<file path="src/rtl/turfbus_master.sv">
// turfbus_master
// ---------------------------------------------------------------------------
// TURF-side end of the TURFbus serial link. A WISHBONE classic slave: each
// bus cycle becomes a request frame shifted out on TREQ_neg, one bit per
// clock. The SURF's response frame is then shifted in from SREQ_neg and
// turned into a one-cycle ack or err.
//
// Line coding: logical bit b is driven as ~b, so idle (logical 0) is high.
//   request  : start(1), we, adr, sel, [dat if we], [parity]
//   response : start(1), status(0 ok / 1 err), [dat if read], [parity]
//
// Build option: define TURFBUS_PARITY_EN to append one even-parity bit
// (over every bit after start) to both frames. A response parity error
// yields wbs_err_o and leaves wbs_dat_o unchanged.
//
// Ports
//   wbs_clk_i  link and bus clock          wbs_rst_i  async active-high reset
//   wbs_cyc_i/stb_i/we_i/adr_i/sel_i/dat_i  WISHBONE request
//   wbs_dat_o  read data, valid with ack   wbs_ack_o/err_o  1-cycle status
//   wbs_rty_o  tied 0
//   TREQ_neg   request line (registered)   SREQ_neg  response line (input)
// ---------------------------------------------------------------------------
module turfbus_master #(
    parameter int ADR_WIDTH = 20,
    parameter int DAT_WIDTH = 32,
    parameter int SEL_WIDTH = 4,
    parameter int TIMEOUT   = 1023
) (
    input  logic                 wbs_clk_i,
    input  logic                 wbs_rst_i,
    input  logic                 wbs_cyc_i,
    input  logic                 wbs_stb_i,
    input  logic                 wbs_we_i,
    input  logic [ADR_WIDTH-1:0] wbs_adr_i,
    input  logic [SEL_WIDTH-1:0] wbs_sel_i,
    input  logic [DAT_WIDTH-1:0] wbs_dat_i,
    output logic [DAT_WIDTH-1:0] wbs_dat_o,
    output logic                 wbs_ack_o,
    output logic                 wbs_err_o,
    output logic                 wbs_rty_o,
    output logic                 TREQ_neg,
    input  logic                 SREQ_neg
);

`ifdef TURFBUS_PARITY_EN
    localparam int PAR_BITS = 1;
`else
    localparam int PAR_BITS = 0;
`endif

    localparam int REQ_RD_LEN  = 2 + ADR_WIDTH + SEL_WIDTH + PAR_BITS;
    localparam int REQ_WR_LEN  = REQ_RD_LEN + DAT_WIDTH;
    // Response bits following the start bit.
    localparam int RSP_RD_BITS = 1 + DAT_WIDTH + PAR_BITS;
    localparam int RSP_WR_BITS = 1 + PAR_BITS;
    localparam int CNT_MAX     = (TIMEOUT > REQ_WR_LEN) ? TIMEOUT : REQ_WR_LEN;
    localparam int CNT_W       = $clog2(CNT_MAX + 1);

    localparam logic [CNT_W-1:0] CNT_ONE     = CNT_W'(1);
    localparam logic [CNT_W-1:0] REQ_RD_LAST = CNT_W'(REQ_RD_LEN - 1);
    localparam logic [CNT_W-1:0] REQ_WR_LAST = CNT_W'(REQ_WR_LEN - 1);
    localparam logic [CNT_W-1:0] RSP_RD_CNT  = CNT_W'(RSP_RD_BITS);
    localparam logic [CNT_W-1:0] RSP_WR_CNT  = CNT_W'(RSP_WR_BITS);
    localparam logic [CNT_W-1:0] TMO_LAST    = CNT_W'(TIMEOUT - 1);

    localparam logic [2:0] S_IDLE = 3'd0;
    localparam logic [2:0] S_SEND = 3'd1;
    localparam logic [2:0] S_WAIT = 3'd2;
    localparam logic [2:0] S_RECV = 3'd3;
    localparam logic [2:0] S_DONE = 3'd4;

    logic [2:0]             state;
    logic [CNT_W-1:0]       cnt;        // bits left to send / wait cycles / bits left to receive
    logic [REQ_WR_LEN-1:0]  req_sr;     // request bits still to go, MSB next
    logic [RSP_RD_BITS-2:0] rx_sr;
    logic [RSP_RD_BITS-1:0] rx_next;
    logic                   we_q;
    logic                   abandon;    // master dropped cyc while we were busy
    logic                   sreq_q;     // logical value of SREQ, registered once

    logic [REQ_WR_LEN-1:0]  frame_rd;
    logic [REQ_WR_LEN-1:0]  frame_wr;
    logic                   rsp_status;
    logic [DAT_WIDTH-1:0]   rsp_data;
    logic                   rsp_par_ok;
    logic                   live;
    logic                   wait_timeout;
    logic                   recv_last;
    logic                   fin_ack;
    logic                   fin_err;
    logic                   fin_load;

    assign wbs_rty_o = 1'b0;

    // Frames are left-aligned so the shifter always emits from its MSB;
    // a read frame is padded with zeros that are never sent.
`ifdef TURFBUS_PARITY_EN
    logic par_rd;
    logic par_wr;
    assign par_rd   = ^{wbs_we_i, wbs_adr_i, wbs_sel_i};
    assign par_wr   = par_rd ^ (^wbs_dat_i);
    assign frame_wr = {1'b1, wbs_we_i, wbs_adr_i, wbs_sel_i, wbs_dat_i, par_wr};
    assign frame_rd = {1'b1, wbs_we_i, wbs_adr_i, wbs_sel_i, par_rd, {DAT_WIDTH{1'b0}}};
`else
    assign frame_wr = {1'b1, wbs_we_i, wbs_adr_i, wbs_sel_i, wbs_dat_i};
    assign frame_rd = {1'b1, wbs_we_i, wbs_adr_i, wbs_sel_i, {DAT_WIDTH{1'b0}}};
`endif

    // rx_sr is cleared on entry to RECV, so bits above the received ones are
    // zero and the XOR over the whole vector is the parity of what arrived.
    assign rx_next    = {rx_sr, sreq_q};
    assign rsp_status = we_q ? rx_next[PAR_BITS] : rx_next[DAT_WIDTH+PAR_BITS];
    assign rsp_data   = rx_next[DAT_WIDTH+PAR_BITS-1:PAR_BITS];
`ifdef TURFBUS_PARITY_EN
    assign rsp_par_ok = ~(^rx_next);
`else
    assign rsp_par_ok = 1'b1;
`endif

    assign live         = wbs_cyc_i && !abandon;
    assign wait_timeout = (state == S_WAIT) && !sreq_q && (cnt == TMO_LAST);
    assign recv_last    = (state == S_RECV) && (cnt == CNT_ONE);

    // NOTE: every output of a combinational block gets a default first, so
    // no path leaves it unassigned and no latch is inferred.
    always_comb begin
        fin_ack  = 1'b0;
        fin_err  = 1'b0;
        fin_load = 1'b0;
        if (wait_timeout) begin
            fin_err = live;
        end else if (recv_last) begin
            if (rsp_status || !rsp_par_ok) begin
                fin_err = live;
            end else begin
                fin_ack  = live;
                fin_load = live && !we_q;
            end
        end
    end

    // NOTE: sequential state uses non-blocking assignments so every register
    // samples pre-edge values regardless of statement order.
    always_ff @(posedge wbs_clk_i or posedge wbs_rst_i) begin
        if (wbs_rst_i) begin
            state     <= S_IDLE;
            cnt       <= '0;
            req_sr    <= '0;
            rx_sr     <= '0;
            we_q      <= 1'b0;
            abandon   <= 1'b0;
            sreq_q    <= 1'b0;
            TREQ_neg  <= 1'b1;
            wbs_ack_o <= 1'b0;
            wbs_err_o <= 1'b0;
            wbs_dat_o <= '0;
        end else begin
            sreq_q    <= ~SREQ_neg;
            wbs_ack_o <= fin_ack;
            wbs_err_o <= fin_err;
            if (fin_load) begin
                wbs_dat_o <= rsp_data;
            end
            if ((state == S_SEND || state == S_WAIT || state == S_RECV) && !wbs_cyc_i) begin
                abandon <= 1'b1;
            end

            case (state)
                S_IDLE: begin
                    if (wbs_cyc_i && wbs_stb_i) begin
                        // Start bit goes on the line now; the rest follows.
                        we_q     <= wbs_we_i;
                        req_sr   <= wbs_we_i ? (frame_wr << 1) : (frame_rd << 1);
                        cnt      <= wbs_we_i ? REQ_WR_LAST : REQ_RD_LAST;
                        TREQ_neg <= 1'b0;
                        abandon  <= 1'b0;
                        state    <= S_SEND;
                    end
                end
                S_SEND: begin
                    if (cnt != '0) begin
                        TREQ_neg <= ~req_sr[REQ_WR_LEN-1];
                        req_sr   <= req_sr << 1;
                        cnt      <= cnt - CNT_ONE;
                    end else begin
                        TREQ_neg <= 1'b1;
                        cnt      <= '0;
                        state    <= S_WAIT;
                    end
                end
                S_WAIT: begin
                    if (sreq_q) begin
                        rx_sr <= '0;
                        cnt   <= we_q ? RSP_WR_CNT : RSP_RD_CNT;
                        state <= S_RECV;
                    end else if (wait_timeout) begin
                        state <= S_DONE;
                    end else begin
                        cnt <= cnt + CNT_ONE;
                    end
                end
                S_RECV: begin
                    rx_sr <= rx_next[RSP_RD_BITS-2:0];
                    cnt   <= cnt - CNT_ONE;
                    if (recv_last) begin
                        state <= S_DONE;
                    end
                end
                S_DONE: begin
                    // ack/err is high this cycle; stb is deliberately not
                    // sampled here so a held strobe cannot re-trigger.
                    state <= S_IDLE;
                end
                default: state <= S_IDLE;
            endcase
        end
    end

endmodule

</file>
<file path="config.mk">
export PLATFORM = sky130hd
export DESIGN_NAME = turfbus_master
export DESIGN_NICKNAME = d
export VERILOG_FILES = /design/src/rtl/turfbus_master.sv
export SDC_FILE = /design/constraint.sdc
export NUM_CORES = 1
export LEC_CHECK = 0
export BUFFER_PORTS_ARGS = -buffer_cell sky130_fd_sc_hd__clkbuf_2
export CAP_MARGIN = 20
export CORE_UTILIZATION = 60
export DETAILED_ROUTE_END_ITERATION = 10
export PLACE_DENSITY = 0.84
export SYNTH_ARGS = -nofsm -noshare
export SYNTH_HDL_FRONTEND = slang
export SYNTH_SLANG_ARGS = --single-unit
</file>
<file path="constraint.sdc">
create_clock -name wbs_clk_i -period 9 [get_ports wbs_clk_i]
set_clock_uncertainty 0.2 [all_clocks]
set_input_delay 0.45 -clock wbs_clk_i [delete_from_list [all_inputs] [get_ports wbs_clk_i]]
set_output_delay 0.45 -clock wbs_clk_i [all_outputs]
set_load 0.02 [all_outputs]
</file>
==> impl_metrics.csv, run 1 <==
group,metric,value,unit
setup_path,worst_ep_arrival_time,3.64,ns
clock_tree,clk_latency,0.53,ns
synth,synth_top_flop_cell,"dfrtp_1",
drt,drc,0,
finish,nNetsFinal,813,
synth,syn_nets,686,
synth,synth.distinct_cells,58,
min_path,holdCritStartpoint,"wbs_dat_i[5]",
floorplan,io-pin-count,98,
floorplan,rows,37,
place,placed_cell_area,6880,um^2
floorplan,die_h,106,um
min_path,hold_end,"req_sr[6]$_DFFE_PP0P_",
synth,synthArstFlopShare,100,%
grt,globalRouteOverflowTotal,0,
job,drv_cap,0,
power_and_ir_drop,max-vdd-ir-drop,277,uV
min_path,hp-class,"in2reg",
synth,synth_area,6450,um^2
place,hpwlAfterDp,8370,um
sta,period_needed,3.43,ns
place,pre_cts_ws,5.63,ns
drt,firstDrtPassIters,5,
synth,synth_commonest_cells,"dfrtp_1, nand2_1, nor2_1",
place,routabilityCongestion,0.909,
setup_path,crit_path_end_kind,"flop",
synth,synth_most_common_cell,"dfrtp_1",
sta,period_share,38.2,%
drt,routed_wl,15900,um
clock_tree,cts_tree,"done",
setup_path,path_cells,"nand2b_1 > nor2_4 > nand4b_1 > or3_2 > mux2_4",
synth,yosysTopAreaCell,"dfrtp_1",
setup_path,reg2reg_from,"state[2]$_DFFE_PP0P_",
setup_path,worst-path-buf-inv,0,
drt,wl_per_cell,17.7,um
setup_path,rr_endpoint,"wbs_dat_o[3]$_DFFE_PP0P_",
floorplan,dieArea,11200,um^2
grt,antenna_found_initial,0,
setup_path,worstSetupPathType,"reg2reg",
setup_path,cpLargestDelayFamily,"simple AND/OR/NAND/NOR gates",
setup_path,worst-path-max-fanout,33,
synth,syn_avg_cell_area,10.4,um^2
sta,setup_viol_count_final,0,
drt,vias,5435,
finish,insertedDiodeCount,0,
drt,via_per_inst,6.07,
sta,tns,0,ns
synth,synth_edf_count,0,
grt,grt.total_usage,30.1,%
synth,ys_ff_latch,140,
power_and_ir_drop,power_density,332,nW/um^2
grt,grt_pass1_vias,5326,
place,port_buffers,96,
setup_path,required,9.21,ns
clock_tree,postCtsSetupBuffers,0,
drt,drt_iter0_drc,443,
clock_tree,htree_levels,4,
setup_path,ff2ff_setup_slack,5.57,ns
clock_tree,cts_num_sinks,140,
synth,synthCells,620,
setup_path,critPathMaxStageDelay,0.90,ns
setup_path,crit_path_top_delay_cell,"or3_2",
clock_tree,ctsLongestPathBuffers,2,
sta,hold-worst-slack,0.0393,ns
synth,synth_area_leaders,"dfrtp_1, mux2_4, a31oi_1",
grt,grt_start_max_net_pins,115,
sta,fmax,291,MHz
setup_path,reg2reg_depth,5,
sta,slew_violations,0,
clock_tree,root_buffer,"clkbuf_8",
clock_tree,clk_pin_slew,0.07,ns
finish,final_layout_size_suffix_gt1_share,23.7,%
synth,yosysTopAreaCellShare,54.0,%
synth,ys_seq_area_share,54.4,%
floorplan,die_w,106,um
floorplan,start_util,62.2,%
grt,grt_pass1_wl,26300,um
sta,fin_ws,5.57,ns
finish,final_cell_area,8090,um^2
sta,tightest_slew,1.01,ns
drt,final_antenna_net_count,0,
sta,hold_viol,0,
finish,area_delta_synth_final,25.6,%
sta,slew_headroom,33.0,%
clock_tree,cts_made_buffers,17,
min_path,hold_depth,3,
setup_path,startpoint_type,"flop",
sta,rsz0062_at_grt,"no",
synth,ys_warn_count,0,
clock_tree,holdBufCountCts,58,
power_and_ir_drop,p_leak,3.87,nW
outcome,status,"completed",
floorplan,core_area,10400,um^2
clock_tree,cts_resized,0,
==> power by group <==
part	total [mW]	internal [mW]	switching, mW
Sequential	0.977	0.820	0.157
Combinational	1.01	0.376	0.636
Clock	0.695	0.395	0.300
Total	2.68	1.59	1.09
==> through the flow <==
step                      cells  power (mW)  util (%)
after detailed placement    804        1.90      66.3
after CTS                   894        2.61      77.6
after floorplan             620        1.71         -
after global placement      804        1.84      66.3
after global routing        896        2.85      78.1
final                       896        2.68      78.1
==> per-layer routing <==
metal | GRT usage (%) | vias up | wire (um)
li1 | - | 2472 | -
met1 | 39.6 | 2627 | 6610
met4 | 13.0 | 0 | 391
met2 | 48.2 | 288 | 7720
met5 | 0 | - | 0
met3 | 6.93 | 48 | 1160
==> logic make-up after synthesis <==
group / synth area share (%)
DFF: 54.4
other: 0.0582
xor gates and xnor gates: 0.408
and+or+nand+nor: 16.2
adders and majority gates: 0.776
buffers and inverters: 4.77
muxes: 7.86
AOI/OAI and AO/OA: 15.6
==> final cells by class <==
class | instances | area, um^2
clock inverters | 13 | 148
fillers | 616 | 2280
multi-input cells | 419 | 2660
repair buffers | 159 | 1130
inverters | 10 | 42.5
clock buffers | 19 | 442
well taps | 136 | 170
flip-flops and latches | 140 | 3500
==> cells in the final DEF (no fill, tap or decap), types with 5 or more instances in the layout <==
| cell type | synthesis | final |
|---|---|---|
| dfrtp_1 | 139 | 139 |
| clkbuf_2 | 1 | 96 |
| nand2_1 | 93 | 92 |
| nor2_1 | 74 | 73 |
| a31oi_1 | 61 | 61 |
| dlygate4sd3_1 | 0 | 58 |
| nand3_1 | 35 | 35 |
| a22o_1 | 35 | 35 |
| mux2_4 | 30 | 30 |
| clkbuf_16 | 0 | 16 |
| inv_1 | 10 | 9 |
| o21ai_0 | 9 | 9 |
| a21oi_1 | 9 | 9 |
| nor3_1 | 7 | 7 |
| inv_6 | 0 | 7 |
| mux2_2 | 5 | 5 |
==> worst min-delay path, stage by stage <==
cell	delay, ns
clkbuf_2	0.09
nand3_1	0.09
a31oi_1	0.10
==> how the worst max path moves through the flow <==
stage                          from                        end  cells after the start
6_report       state[2]$_DFFE_PP0P_   wbs_dat_o[3]$_DFFE_PP0P_                      5
5_1_grt        state[2]$_DFFE_PP0P_   wbs_dat_o[6]$_DFFE_PP0P_                      5
4_1_cts        state[2]$_DFFE_PP0P_  wbs_dat_o[27]$_DFFE_PP0P_                      5
3_5_place_dp   state[2]$_DFFE_PP0P_  wbs_dat_o[23]$_DFFE_PP0P_                      5
3_3_place_gp   state[2]$_DFFE_PP0P_  wbs_dat_o[18]$_DFFE_PP0P_                      5
2_1_floorplan             wbs_rst_i          abandon$_DFF_PP0_                      1
==> state kept, by name, summed over array words and instances, names as in the netlist, 3 cells and up <==
register	cells
rx_sr	32
state	3
req_sr	57
cnt	10
wbs_dat_o	32
(Power assumes the default switching activity.)
==> run 2, diff against run 1 <==
Settings changed: CORE_UTILIZATION 60 to 57, PLACE_DENSITY 0.84 to 0.8.
Clock period 9 ns to 3.4 ns, I/O delays scaled along.
==> impl_metrics.csv, run 2 (synthesized netlist as in run 1, its figures left out) <==
group,metric,value,unit
outcome,status,"completed",
drt,firstDrtPassIters,5,
setup_path,crit_start,"cnt[5]$_DFFE_PP0P_",
sta,slew_violations,0,
setup_path,worst_ep_arrival_time,3.08,ns
setup_path,worstSetupPathType,"reg2reg",
power_and_ir_drop,seq_power_share,36.2,%
finish,final_cell_mix,"dfrtp_1, clkbuf_2, nand2_1",
sta,period_share,87.8,%
setup_path,crit_path_top_delay_cell,"or3_2",
min_path,hp-class,"reg2reg",
clock_tree,clk_pin_slew,0.06,ns
drt,drc,0,
min_path,holdCritStartpoint,"req_sr[57]$_DFFE_PP0P_",
drt,final_antenna_net_count,0,
finish,final_common_cell,"dfrtp_1",
floorplan,die_w,108,um
sta,fmax,335,MHz
finish,multi_input_area,2660,um^2
floorplan,rows,38,
drt,wl_per_cell,17.6,um
drt,drt_iter0_drc,455,
power_and_ir_drop,power_frac_clock,25.2,%
place,hpwlAfterDp,8860,um
grt,globalRouteOverflowTotal,0,
sta,tightest_slew,1.04,ns
finish,area_delta_synth_final,26.5,%
grt,antenna_found_initial,0,
clock_tree,cts_resized,0,
grt,grt_pass1_wl,26100,um
power_and_ir_drop,netSwitchingPower,2.85,mW
finish,final_layout_size_suffix_gt1_share,24.0,%
drt,via_per_inst,6.00,
sta,slew_headroom,30.6,%
drt,routed_wl,15900,um
place,pre_cts_ws,0.425,ns
setup_path,crit_path_end_kind,"flop",
setup_path,startpoint_type,"flop",
sta,tns,0,ns
clock_tree,cts_made_buffers,17,
job,drv_cap,0,
sta,period_needed,2.99,ns
floorplan,die_h,108,um
setup_path,reg2reg_from,"cnt[5]$_DFFE_PP0P_",
floorplan,dieArea,11700,um^2
drt,vias,5434,
power_and_ir_drop,p_leak,3.89,nW
finish,largestRegisters,"req_sr x57, rx_sr x32, wbs_dat_o x32",
power_and_ir_drop,intPower,4.26,mW
clock_tree,postCtsSetupBuffers,0,
setup_path,path_cells,"nor4_4 > and4_4 > nand4b_1 > or3_2 > mux2_4",
place,port_buffers,96,
finish,fin_cells,906,
setup_path,critPathMaxStageDelay,0.88,ns
floorplan,io-pin-count,98,
setup_path,required,3.49,ns
setup_path,worst-path-max-fanout,32,
sta,setup_viol_count_final,0,
grt,grt_start_max_net_pins,68,
place,dp_cells,813,
clock_tree,clk_latency,0.41,ns
finish,seq_area,3500,um^2
clock_tree,cts_tree,"done",
sta,rsz0062_at_grt,"no",
clock_tree,root_buffer,"clkbuf_16",
finish,nFillCells,728,
finish,nNetsFinal,819,
power_and_ir_drop,power_density,872,nW/um^2
clock_tree,cts_num_sinks,140,
clock_tree,ctsLongestPathBuffers,2,
finish,regMostFlops,"req_sr",
power_and_ir_drop,max-vdd-ir-drop,564,uV
place,routabilityCongestion,0.896,
floorplan,core_area,10900,um^2
sta,fin_ws,0.414,ns
power_and_ir_drop,p_comb_share,38.6,%
sta,hold-worst-slack,0.225,ns
finish,final_core_util,74.6,%
power_and_ir_drop,power_switching_share,40.1,%
finish,largest_register_ffs,57,
grt,grt.total_usage,28.8,%
grt,grt_pass1_vias,5402,
sta,hold_viol,0,
floorplan,start_util,58.9,%
clock_tree,htree_levels,4,
finish,insertedDiodeCount,0,
==> run 2: worst paths after layout <==
path / end / slack [ns] / cells after the start
setup / recovery: wbs_dat_o[10]$_DFFE_PP0P_ / 0.41 / 5
hold / removal: TREQ_neg$_DFFE_PP1P_ / 0.22 / 1
setup reg to reg: wbs_dat_o[10]$_DFFE_PP0P_ / 0.41 / 5
hold reg to reg: TREQ_neg$_DFFE_PP1P_ / 0.22 / 1
max in group asynchronous: req_sr[47]$_DFFE_PP0P_ / 1.91 / 4
min in group asynchronous: wbs_dat_o[10]$_DFFE_PP0P_ / 0.25 / 3
==> run 2: cell type report <==
type | count | area share (%)
clock buffers | 19 | 5.43
clock inverters | 13 | 1.60
inverters | 10 | 0.506
multi-input cells | 419 | 32.6
flip-flops and latches | 140 | 43.0
well taps | 140 | 2.15
repair buffers | 165 | 14.8
==> run 2: power groups by stage <==
stage	combinational [mW]	sequential [mW]	clock (mW)
3_3_place_gp	2.42	2.56	0
3_5_place_dp	2.53	2.58	0
2_1_floorplan	2.13	2.40	0
5_1_grt	3.08	2.64	1.90
4_1_cts	2.61	2.56	1.81
6_report	2.74	2.58	1.79
==> run 2: critical path: cells and delay by family, from the launching register on <==
kind / cells / cell delay, ns
simple gates: 4 / 1.72
mux: 1 / 0.46
flops: 1 / 0.49
==> run 2: routing by layer <==
metal | vias to the layer above | routed length [um] | global-route usage, %
met2 | 244 | 7910 | 47.7
li1 | 2489 | - | -
met1 | 2677 | 6830 | 37.6
met3 | 24 | 993 | 6.75
met5 | - | 0 | 0
met4 | 0 | 182 | 8.98
==> run 2: metrics by stage <==
step | power [mW] | area, um^2
after floorplan | 4.53 | 6450
after global placement | 4.97 | 6940
after detailed placement | 5.11 | 6940
after CTS | 6.99 | 8110
after global routing | 7.62 | 8150
final | 7.11 | 8150
==> run 2: repair_timing <==
item,in CTS,in global routing
endpoints found under the hold margin,93,0
hold buffers,59,0
setup endpoints to repair,0,0
==> run 3, diff against run 2 <==
Settings changed: CELL_PAD_IN_SITES_DETAIL_PLACEMENT set to 1, CELL_PAD_IN_SITES_GLOBAL_PLACEMENT set to 2, CORE_UTILIZATION 57 to 36, PLACE_DENSITY 0.8 to 0.79.
==> impl_metrics.csv, run 3 (synthesized netlist as in run 1, its figures left out) <==
group,metric,value,unit
finish,final_cell_mix,"dfrtp_1, clkbuf_2, nand2_1",
sta,period_needed,2.78,ns
floorplan,rows,48,
clock_tree,cts_tree,"done",
grt,grt_pass1_vias,5582,
drt,routed_wl,17300,um
setup_path,required,3.51,ns
drt,drc,0,
clock_tree,cts_resized,0,
sta,tns,0,ns
setup_path,worst_ep_arrival_time,2.89,ns
sta,slew_headroom,41.1,%
finish,final_layout_size_suffix_gt1_share,24.5,%
grt,grt_start_max_net_pins,59,
setup_path,startpoint_type,"flop",
sta,fin_ws,0.620,ns
sta,period_share,81.8,%
grt,grt.total_usage,19.9,%
outcome,status,"completed",
setup_path,worstSetupPathType,"reg2reg",
place,hpwlAfterDp,10600,um
finish,seq_area,3500,um^2
floorplan,die_w,136,um
setup_path,crit_path_end_kind,"flop",
drt,wl_per_cell,17.4,um
clock_tree,clk_latency,0.43,ns
clock_tree,root_buffer,"clkbuf_16",
finish,largestRegisters,"req_sr x57, rx_sr x32, wbs_dat_o x32",
sta,setup_viol_count_final,0,
floorplan,dieArea,18400,um^2
finish,multi_input_area,2660,um^2
grt,grt_pass1_wl,28600,um
place,port_buffers,96,
grt,antenna_found_initial,0,
drt,final_antenna_net_count,0,
clock_tree,holdBufCountCts,59,
power_and_ir_drop,p_total,7.12,mW
floorplan,core_area,17400,um^2
drt,drt_iter0_drc,236,
drt,via_per_inst,5.31,
finish,largest_register_ffs,57,
place,pre_cts_ws,0.659,ns
sta,rsz0062_at_grt,"no",
finish,insertedDiodeCount,0,
clock_tree,postCtsSetupBuffers,0,
sta,hold_viol,0,
job,drv_cap,0,
clock_tree,cts_made_buffers,17,
sta,tightest_slew,0.878,ns
sta,slew_violations,0,
finish,regMostFlops,"req_sr",
floorplan,io-pin-count,98,
finish,area_delta_synth_final,28.7,%
clock_tree,ctsLongestPathBuffers,2,
power_and_ir_drop,power_density,858,nW/um^2
finish,nNetsFinal,823,
clock_tree,clk_pin_slew,0.07,ns
drt,vias,5281,
setup_path,worst-path-max-fanout,32,
clock_tree,cts_num_sinks,140,
clock_tree,htree_levels,4,
floorplan,start_util,37.0,%
min_path,hp-class,"in2async",
floorplan,die_h,136,um
power_and_ir_drop,p_leak,3.91,nW
sta,fmax,360,MHz
power_and_ir_drop,max-vdd-ir-drop,582,uV
grt,globalRouteOverflowTotal,0,
drt,firstDrtPassIters,4,
finish,final_common_cell,"dfrtp_1",
place,routabilityCongestion,0.830,
finish,nFillCells,1941,
run 3: cell types whose count changed in the layout (fill, tap and decap cells not counted), sizes merged:
| cell | change |
|---|---|
| clkinvlp | -1 |
| buf | +4 |
| inv | +2 |
| clkinv | +2 |
| clkbuf | -2 |
| bufinv | -1 |
run 3: metrics by stage:
stage / hold slack, ns / cells / area, um^2 / util (%)
final: 0.0254 / 995 / 8300 / 47.6
after CTS: 0.214 / 994 / 8280 / 47.5
after detailed placement: 0.129 / 903 / 7110 / 40.8
after floorplan: 0.0294 / 620 / 6450 / -
after global routing: 0.0367 / 995 / 8300 / 47.6
after global placement: 0.119 / 903 / 7110 / 40.8
run 3: worst paths after layout:
kind,startpoint,endpoint,slack (ns),depth (start not counted)
min in group wbs_clk_i,SREQ_neg,sreq_q$_DFF_PP0_,0.24,3
setup / recovery,cnt[5]$_DFFE_PP0P_,wbs_dat_o[6]$_DFFE_PP0P_,0.62,6
setup reg to reg,cnt[5]$_DFFE_PP0P_,wbs_dat_o[6]$_DFFE_PP0P_,0.62,6
max in group asynchronous,wbs_rst_i,TREQ_neg$_DFFE_PP1P_,2.14,5
hold reg to reg,req_sr[57]$_DFFE_PP0P_,TREQ_neg$_DFFE_PP1P_,0.24,1
hold / removal,wbs_rst_i,req_sr[35]$_DFFE_PP0P_,0.03,3
run 3: final cells by class:
| class | instances | share of cell area [%] |
|---|---|---|
| Tap cell | 225 | 3.39 |
| Clock inverter | 15 | 1.79 |
| Clock buffer | 17 | 5.13 |
| Inverter | 10 | 0.498 |
| Multi-Input combinational cell | 419 | 32.0 |
| Timing Repair Buffer | 169 | 14.9 |
| Sequential cell | 140 | 42.2 |
run 3: metal layers:
metal | up-vias | routed length (um) | global-route usage [%]
met5 | - | 0 | 0
met4 | 0 | 246 | 6.74
met3 | 23 | 593 | 3.88
met2 | 115 | 8540 | 33.2
met1 | 2645 | 7970 | 25.9
li1 | 2498 | - | -
run 3: worst max-delay path, stage by stage (launching register included):
cell and delay (ns):
dfrtp_1 0.49, nor4_4 0.42, and4_4 0.31, nand4b_1 0.11
or3_2 0.42, buf_4 0.32, mux2_4 0.38
run 3: where the power goes:
part	leakage [nW]	internal, mW	switching, mW	total [mW]
Combinational	1.85	1.04	1.71	2.75
Sequential	1.79	2.17	0.396	2.56
Clock	0.277	0.974	0.831	1.80
Total	3.91	4.18	2.94	7.12
